==> config.mk <==
export PLATFORM = sky130hd
export DESIGN_NAME = trap_ctrl
export DESIGN_NICKNAME = d
export VERILOG_FILES = /design/src/rtl/trap_ctrl.sv
export SDC_FILE = /design/constraint.sdc
export NUM_CORES = 1
export LEC_CHECK = 0
export CORE_UTILIZATION = 40
export CTS_CLUSTER_SIZE = 8
export DETAILED_ROUTE_END_ITERATION = 10
export GPL_TIMING_DRIVEN = 0
export PLACE_DENSITY = 0.72
export SLEW_MARGIN = 10
export SYNTH_ARGS = -nofsm -noshare
export SYNTH_HDL_FRONTEND = slang
export SYNTH_SLANG_ARGS = --single-unit
export TNS_END_PERCENT = 30
==> constraint.sdc <==
create_clock -name clk -period 2 [get_ports clk]
set_input_delay 0.4 -clock clk [delete_from_list [all_inputs] [get_ports clk]]
set_output_delay 0.4 -clock clk [all_outputs]
set_load 0.02 [all_outputs]
==> src/rtl/trap_ctrl.sv <==
// Machine-mode trap sequencer: interrupt synchronizer, event priority, mstatus/mtvec/mepc/mcause
// and a RUN/HANDLER FSM that redirects the PC on traps and mret.
module trap_ctrl #(
  parameter logic [31:0] MTVEC_RESET = 32'h0000_0008,
  parameter int          SYNC_STAGES = 2
) (
  input  logic        clk,
  input  logic        rst_n,
  input  logic        step,
  input  logic [31:0] pc_cur,
  input  logic        ill_instr,
  input  logic        ecall,
  input  logic        mret,
  input  logic        ext_int,
  input  logic        csr_we,
  input  logic [11:0] csr_addr,
  input  logic [31:0] csr_wdata,
  output logic [31:0] csr_rdata,
  output logic        trap_redirect,
  output logic [31:0] trap_pc,
  output logic        kill,
  output logic        int_ack,
  output logic        in_handler
);

  // Handshake: no valid/ready pairs here; step qualifies every event, and
  // trap_redirect/kill/int_ack are single-cycle combinational strobes.
  typedef enum logic {RUN = 1'b0, HANDLER = 1'b1} state_t;

  localparam logic [11:0] ADDR_MSTATUS = 12'h300;
  localparam logic [11:0] ADDR_MTVEC   = 12'h305;
  localparam logic [11:0] ADDR_MEPC    = 12'h341;
  localparam logic [11:0] ADDR_MCAUSE  = 12'h342;

  state_t                 state_q, state_d;
  logic [SYNC_STAGES-1:0] sync_q;
  logic                   sync_prev_q;
  logic                   int_pending_q, int_pending_d;
  logic                   mie_q, mie_d, mpie_q, mpie_d;
  logic [31:0]            mtvec_q, mtvec_d, mepc_q, mepc_d, mcause_q, mcause_d;

  logic        active, in_run, int_rise;
  logic        take_int, take_exc, take_trap, take_mret, csr_wr;
  logic [31:0] cause;

  assign in_run   = (state_q == RUN);
  assign active   = step & rst_n;
  assign int_rise = sync_q[SYNC_STAGES-1] & ~sync_prev_q;

  assign take_int  = active & int_pending_q & mie_q & in_run;
  assign take_exc  = active & ~take_int & (ill_instr | ecall | (mret & in_run));
  assign take_trap = take_int | take_exc;
  assign take_mret = active & ~take_trap & mret & ~in_run;
  assign csr_wr    = active & csr_we & ~take_trap & ~take_mret;

  // mret in RUN is treated as an illegal instruction, hence cause 2.
  assign cause = take_int                        ? 32'h8000_000B :
                 (ill_instr | (mret & in_run))   ? 32'd2 : 32'd11;

  assign trap_redirect = take_trap | take_mret;
  assign trap_pc       = take_trap ? mtvec_q : mepc_q;
  assign kill          = take_trap;
  assign int_ack       = take_int;
  assign in_handler    = (state_q == HANDLER);

  always_comb begin
    csr_rdata = 32'd0;
    case (csr_addr)
      ADDR_MSTATUS: csr_rdata = {24'd0, mpie_q, 3'd0, mie_q, 3'd0};
      ADDR_MTVEC:   csr_rdata = mtvec_q;
      ADDR_MEPC:    csr_rdata = mepc_q;
      ADDR_MCAUSE:  csr_rdata = mcause_q;
      default:      csr_rdata = 32'd0;
    endcase
  end

  always_comb begin
    state_d       = state_q;
    mie_d         = mie_q;
    mpie_d        = mpie_q;
    mtvec_d       = mtvec_q;
    mepc_d        = mepc_q;
    mcause_d      = mcause_q;
    int_pending_d = int_rise | (int_pending_q & ~take_int);
    if (take_trap) begin
      state_d  = HANDLER;
      mepc_d   = pc_cur & ~32'd3;
      mcause_d = cause;
      mpie_d   = mie_q;
      mie_d    = 1'b0;
    end else if (take_mret) begin
      state_d = RUN;
      mie_d   = mpie_q;
      mpie_d  = 1'b1;
    end else if (csr_wr) begin
      case (csr_addr)
        ADDR_MSTATUS: begin
          mie_d  = csr_wdata[3];
          mpie_d = csr_wdata[7];
        end
        ADDR_MTVEC:  mtvec_d  = csr_wdata & ~32'd3;
        ADDR_MEPC:   mepc_d   = csr_wdata & ~32'd3;
        ADDR_MCAUSE: mcause_d = csr_wdata;
        default: ;
      endcase
    end
  end

  always_ff @(posedge clk or negedge rst_n) begin
    if (!rst_n) begin
      sync_q        <= '0;
      sync_prev_q   <= 1'b0;
      int_pending_q <= 1'b0;
    end else begin
      sync_q        <= {sync_q[SYNC_STAGES-2:0], ext_int};
      sync_prev_q   <= sync_q[SYNC_STAGES-1];
      int_pending_q <= int_pending_d;
    end
  end

  always_ff @(posedge clk or negedge rst_n) begin
    if (!rst_n) begin
      state_q  <= RUN;
      mie_q    <= 1'b0;
      mpie_q   <= 1'b0;
      mtvec_q  <= MTVEC_RESET;
      mepc_q   <= 32'd0;
      mcause_q <= 32'd0;
    end else begin
      state_q  <= state_d;
      mie_q    <= mie_d;
      mpie_q   <= mpie_d;
      mtvec_q  <= mtvec_d;
      mepc_q   <= mepc_d;
      mcause_q <= mcause_d;
    end
  end

endmodule

==> flow_metrics.py, run 1 <==
metrics = {
    "run_status": {
        "status": "finished with violations",
        "violations": "setup timing",
    },
    "synthesis": {
        "synth_edf_count": 0,
        "synth-seq-area-share_pct": 47.0,
        "ys_async_sr_fraction_pct": 100,
        "ys.warnings.count": 0,
        "synth_area_leaders": "dfrtp_1, mux2_4, nand2_1, a22o_1, a31oi_1",
        "syn_inst": 554,
        "synth_seq_cells": 99,
        "synth_area_mm2": 0.00527,
        "yosysUniqueCellTypes": 43,
        "syn_area_per_cell_um2": 9.52,
        "yosys.area.top_type_share_pct": 46.5,
        "synth_top_area_cell": "dfrtp_1",
        "synth-main-ff-cell": "dfrtp_1",
    },
    "route": {
        "drtAntennaViolNets": 0,
        "vias": 5385,
        "drc": 0,
        "post_drt_wl_per_cell_um": 20.9,
        "drtIter0Drc": 584,
        "via_per_inst": 5.82,
        "wirelength_um": 19300,
        "first_pass_iters": 9,
    },
    "global_routing": {
        "grt_max_degree": 27,
        "antenna_found_initial": 0,
        "top_usage_layer": "met2",
        "gr-usage-all-layers_pct": 28.3,
        "grt_util_met1_pct": 37.1,
        "grt_overflow": 0,
        "use_met2_pct": 46.2,
        "grt_pass1_wl_um": 28900,
        "met3_usage_pct": 4.94,
        "grt_pass1_vias": 5380,
    },
    "finish": {
        "layout-drive-gt1-share_pct": 36.8,
        "fin_nets": 832,
        "syn_to_final_growth_pct": 59.6,
        "final_area_mm2": 0.00842,
        "antennaDiodeCount": 0,
        "final_common_cell": "dfrtp_1",
        "most-common-layout-cells": "dfrtp_1, buf_6, clkdlybuf4s50_1, nand2_1, nand2_2",
    },
    "run": {
        "drv_cap": 0,
    },
    "placed_design": {
        "gp_congestion": 0.808,
        "numPortBuffers": 147,
        "post-place-ws_ns": -1.56,
        "dp_hpwl_um": 11800,
        "dpl-instance-area_mm2": 0.00700,
    },
    "clock_network": {
        "cts_made_buffers": 9,
        "ctsHtreeMaxLevel": 3,
        "cts_tree": "built",
        "clk_pin_slew_ns": 0.07,
        "clk_path_buf_depth": 2,
        "insertion_delay_ns": 0.34,
        "cts-root-buf": "clkbuf_16",
        "cts.sinks": 99,
    },
    "sta": {
        "worstMarginPinSlew_ns": 1.11,
        "finalWorstSetupSlack_ns": -0.311,
        "slew-limit-headroom_pct": 26.0,
        "maxSlewViolCount": 0,
        "setup_viol": 64,
        "hold_violations": 0,
        "rsz0062_at_grt": "true",
        "period_needed_ns": 2.31,
        "fin_crit_sh_pct": 116,
        "fmax_ghz": 0.433,
        "fin_tns_setup_ns": -14.35,
        "clock_skew_ns": 0.00611,
    },
    "power_and_ir_drop": {
        "comb_power_share_pct": 23.9,
        "clkPwrFrac_pct": 34.5,
        "p_seq_share_pct": 41.7,
        "swShare_pct": 28.6,
        "power_leakage_nw": 4.02,
        "finalPower_mw": 5.37,
        "p_int_mw": 3.84,
        "ir_worst_vdd_uv": 435,
        "power_density_mw_per_mm2": 638,
        "switching_power_mw": 1.53,
    },
    "die": {
        "rows": 41,
        "dieArea_mm2": 0.0136,
        "ioPinCount": 152,
        "fp.coreArea_mm2": 0.0127,
        "start_util_pct": 41.5,
        "die_w_um": 117,
        "die_y_um": 117,
    },
    "worst_setup_path": {
        "worstPathRequired_ns": 1.60,
        "critPathMaxFanout": 6,
        "path_class": "register to output port",
        "r2r_setup_slack_ns": 0.08,
        "worstSetupEndpointType": "output port",
        "cp-start-kind": "register",
        "cp.arrival_ns": 1.91,
    },
    "worst_hold_path": {
        "hold_class": "input pin to async pin",
    },
}
worst max-delay path: stages, from the launching register on:
cell,delay [ns]
dfrtp_2,0.43
nand3b_1,0.19
a31o_4,0.27
inv_4,0.09
buf_12,0.15
clkbuf_16,0.17
nand2_2,0.06
nand2_2,0.08
buf_6,0.12
per-stage QoR:
step           cells  hold WS, ns  utilization (%)
2_1_floorplan    555        0.104                -
3_3_place_gp     874        0.332             54.8
3_5_place_dp     875        0.340             55.0
4_1_cts          919      0.00744             62.6
5_1_grt          925       0.0127             66.2
6_report         925      0.00727             66.2
timing repair:
| item | in CTS | in global routing |
|---|---|---|
| hold buffers | 4 | 0 |
| endpoints found under the hold margin | 24 | 0 |
| setup endpoints to repair | 159 | 123 |
| pin swaps | 28 | 43 |
| buffers inserted | 18 | 4 |
| gates cloned | 6 | 5 |
| resized for setup | 499 | 117 |
layout make-up:
| class | count | area, um2 |
|---|---|---|
| clock inverters | 3 | 43.8 |
| plain buffers | 47 | 548 |
| clock buffers | 13 | 270 |
| inverters | 26 | 103 |
| multi-input cells | 382 | 2760 |
| well taps | 172 | 215 |
| repair buffers | 183 | 2000 |
| fillers | 999 | 4300 |
| flip-flops and latches | 99 | 2480 |
sequential cells by signal (all words and copies together), names as in the netlist:
register,flops
in_handler,1
mcause_q,32
mpie_q,1
mepc_q,30
mtvec_q,30
int_pending_q,1
mie_q,1
sync_q,2
sync_prev_q,1
kinds of logic after synthesis:
| group | synth area share [%] |
|---|---|
| DFF | 47.0 |
| buffers and inverters | 7.24 |
| other | 0.0711 |
| muxes | 8.54 |
| and+or+nand+nor | 14.8 |
| AOI/OAI and AO/OA | 22.3 |
power groups by stage:
| stage | logic (mW) | clock network (mW) | registers (mW) |
|---|---|---|---|
| 5_1_grt | 1.37 | 1.93 | 2.25 |
| 2_1_floorplan | 0.473 | 0 | 2.23 |
| 6_report | 1.28 | 1.85 | 2.24 |
| 3_5_place_dp | 1.03 | 0 | 2.26 |
| 3_3_place_gp | 1.00 | 0 | 2.25 |
| 4_1_cts | 1.20 | 1.85 | 2.22 |
layer usage:
layer | wire length [um] | vias to the layer above
met1 | 7790 | 2711
li1 | - | 2374
met5 | 0 | -
met2 | 9640 | 266
met3 | 1400 | 34
met4 | 468 | 0
cell usage after synthesis (5+ instances only):
cell      number
nor2_1        33
a22o_1        29
a22oi_1       12
dfrtp_1       98
buf_2         20
nand2_1      117
o21ai_0       32
mux2_4        30
a222oi_1      19
nand4_1        5
a31oi_1       33
inv_1         25
a21oi_1       32
clkbuf_1      17
buf_4          6
worst paths after layout:
check / cells after the start / end / start
min reg2reg: 0 / sync_q[1]$_DFF_PN0_ / sync_q[0]$_DFF_PN0_
min: 1 / mtvec_q[21]$_DFFE_PN0P_ / rst_n
max reg2reg: 6 / mtvec_q[20]$_DFFE_PN0P_ / in_handler$_DFFE_PN0P_
max: 8 / trap_pc[2] / in_handler$_DFFE_PN0P_
max in group asynchronous: 3 / mtvec_q[11]$_DFFE_PN0P_ / rst_n
min in group clk: 0 / sync_q[1]$_DFF_PN0_ / sync_q[0]$_DFF_PN0_
No activity file was read; power rests on OpenSTA's default activity.
==> run 2, diff against run 1 <==
--- a/config.mk
+++ b/config.mk
@@ -5,6 +5,7 @@
 export SDC_FILE = /design/constraint.sdc
 export NUM_CORES = 1
 export LEC_CHECK = 0
+export CORE_MARGIN = 2
 export CORE_UTILIZATION = 40
 export CTS_CLUSTER_SIZE = 8
 export DETAILED_ROUTE_END_ITERATION = 10
==> run 2 against run 1 <==
  * Sequential power about the same
  * Die area increased by 3.5%
  * Critical endpoint is now trap_pc[22]
  * First-iteration DRC count increased by 26%
  * Routed wire length increased by 7.2%
  * Largest power group unchanged
  * The flow still finishes with violations (setup timing)
==> flow_metrics.py, run 2 (synthesis results as in run 1) <==
metrics = {
    "run_status": {
        "status": "finished with violations",
        "violations": "setup timing",
    },
    "worst_setup_path": {
        "cp_cell_sequence": "nand3b_1 -> a31o_4 -> inv_6 -> buf_12 -> buf_8 -> nand2_2 -> nand2_2 -> buf_6",
        "worstSetupEndpointType": "output port",
        "path_class": "register to output port",
        "r2r_end": "mcause_q[26]$_DFFE_PN0P_",
        "r2r_setup_slack_ns": 0.10,
        "cp.arrival_ns": 1.94,
        "slowest_delay_ns": 0.43,
        "worstPathRequired_ns": 1.60,
        "slowest_stage": "dfrtp_2",
        "rr_worst_depth": 8,
        "cp-start-kind": "register",
        "path_common_cell": "nand2_2",
        "r2r_start": "in_handler$_DFFE_PN0P_",
        "critPathMaxFanout": 6,
    },
    "sta": {
        "clock_skew_ns": 0.00750,
        "hold_violations": 0,
        "maxSlewViolCount": 0,
        "fin_crit_sh_pct": 117,
        "worstMarginPinSlew_ns": 0.846,
        "setup_viol": 64,
        "finalWorstSetupSlack_ns": -0.338,
        "slew-limit-headroom_pct": 43.4,
        "fmax_ghz": 0.428,
        "period_needed_ns": 2.34,
        "rsz0062_at_grt": "true",
        "fin_tns_setup_ns": -16.79,
    },
    "global_routing": {
        "grt_pass1_vias": 5533,
        "grt_pass1_wl_um": 30400,
        "grt_max_degree": 51,
        "gr-usage-all-layers_pct": 27.8,
        "grt_overflow": 0,
        "antenna_found_initial": 0,
    },
    "clock_network": {
        "cts.sinks": 99,
        "clk_pin_slew_ns": 0.07,
        "clk_path_buf_depth": 2,
        "cts_made_buffers": 9,
        "cts_tree": "built",
        "insertion_delay_ns": 0.36,
        "cts-root-buf": "clkbuf_16",
        "ctsHtreeMaxLevel": 3,
    },
    "finish": {
        "largest_register_ffs": 32,
        "most-common-layout-cells": "dfrtp_1, buf_6, clkdlybuf4s50_1, nand2_1, nand2_2",
        "antennaDiodeCount": 0,
        "fin_nets": 839,
        "layout-drive-gt1-share_pct": 40.3,
        "reg_top3": "mcause_q: 32 flops, mepc_q: 30 flops, mtvec_q: 30 flops",
        "regMostFlops": "mcause_q",
        "syn_to_final_growth_pct": 67.1,
        "final_common_cell": "dfrtp_1",
    },
    "power_and_ir_drop": {
        "power_leakage_nw": 4.27,
        "finalPower_mw": 5.34,
        "ir_worst_vdd_uv": 454,
        "power_density_mw_per_mm2": 606,
    },
    "route": {
        "post_drt_wl_per_cell_um": 22.2,
        "drtIter0Drc": 738,
        "first_pass_iters": 8,
        "drc": 0,
        "via_per_inst": 6.04,
        "wirelength_um": 20700,
        "vias": 5630,
        "drtAntennaViolNets": 0,
    },
    "die": {
        "ioPinCount": 152,
        "die_w_um": 119,
        "die_y_um": 119,
        "start_util_pct": 41.5,
        "rows": 41,
        "dieArea_mm2": 0.0141,
        "fp.coreArea_mm2": 0.0127,
    },
    "worst_hold_path": {
        "hold_class": "input pin to async pin",
    },
    "placed_design": {
        "numPortBuffers": 147,
        "gp_congestion": 0.819,
        "dp_hpwl_um": 11900,
    },
    "run": {
        "drv_cap": 0,
    },
}
[run 2: cell types whose count changed in the layout (fill, tap and decap cells not counted), sizes merged]
| cell | previous run | this run |
|---|---|---|
| dlygate4sd2 | 4 | 3 |
| clkbuf | 32 | 36 |
| buf | 135 | 136 |
| clkinvlp | 0 | 2 |
| clkdlybuf4s50 | 65 | 66 |
| dlymetal6s2s | 1 | 0 |
| bufbuf | 2 | 1 |
| clkinv | 1 | 3 |
[run 2: how the worst max path moves through the flow]
stage / start / to / slack [ns] / cells past startpoint
2_1_floorplan: in_handler$_DFFE_PN0P_ / trap_pc[31] / 0.008 / 7
3_3_place_gp: rst_n / trap_pc[2] / -4.79 / 9
3_5_place_dp: rst_n / trap_pc[21] / -1.58 / 10
4_1_cts: in_handler$_DFFE_PN0P_ / trap_pc[12] / -0.30 / 8
5_1_grt: in_handler$_DFFE_PN0P_ / trap_pc[22] / -0.40 / 8
6_report: in_handler$_DFFE_PN0P_ / trap_pc[22] / -0.34 / 8
[run 2: repair_timing]
action                     in CTS  in global routing
cloned                          9                  6
setup endpoints to repair     159                117
hold buffers                    4                  0
pin swaps                      70                 39
hold endpoints to repair       50                  0
setup buffers                  17                  7
resized for setup             618                 61
[run 2: stage by stage]
stage	cell area, um2	util [%]	hold slack [ns]	instances	setup WS, ns
after detailed placement	7000	55.0	0.340	875	-1.58
after CTS	8440	66.3	0.0390	921	-0.301
after floorplan	5290	-	0.104	555	0.00787
after global placement	6970	54.8	0.333	874	-4.79
after global routing	8810	69.3	0.0363	932	-0.396
final	8810	69.3	0.0105	932	-0.338
[run 2: power breakdown]
group | switching, mW | internal [mW]
registers | 0.119 | 2.13
logic | 0.665 | 0.631
clock network | 0.822 | 0.977
[run 2: worst max-delay path: cells and delay by family, from the launching register on]
family | cells | cell delay [ns]
buffers and inverters | 4 | 0.49
DFF | 1 | 0.43
and+or+nand+nor | 3 | 0.37
AOI/OAI and AO/OA | 1 | 0.28
[run 2: routing by layer]
layer,routed length [um],global-route usage (%)
met1,8080,36.2
met2,9960,44.1
met3,1940,5.80
met4,702,13.5
met5,0,0
[run 2: area by class of cell]
| class | count | area (um2) |
|---|---|---|
| fill | 934 | 3910 |
| multi-input combinational | 382 | 2880 |
| sequential | 99 | 2480 |
| timing repair buffer | 191 | 2250 |
| buffer | 46 | 583 |
| clock buffer | 9 | 225 |
| tap | 172 | 215 |
| inverter | 26 | 103 |
| clock inverter | 7 | 76.3 |
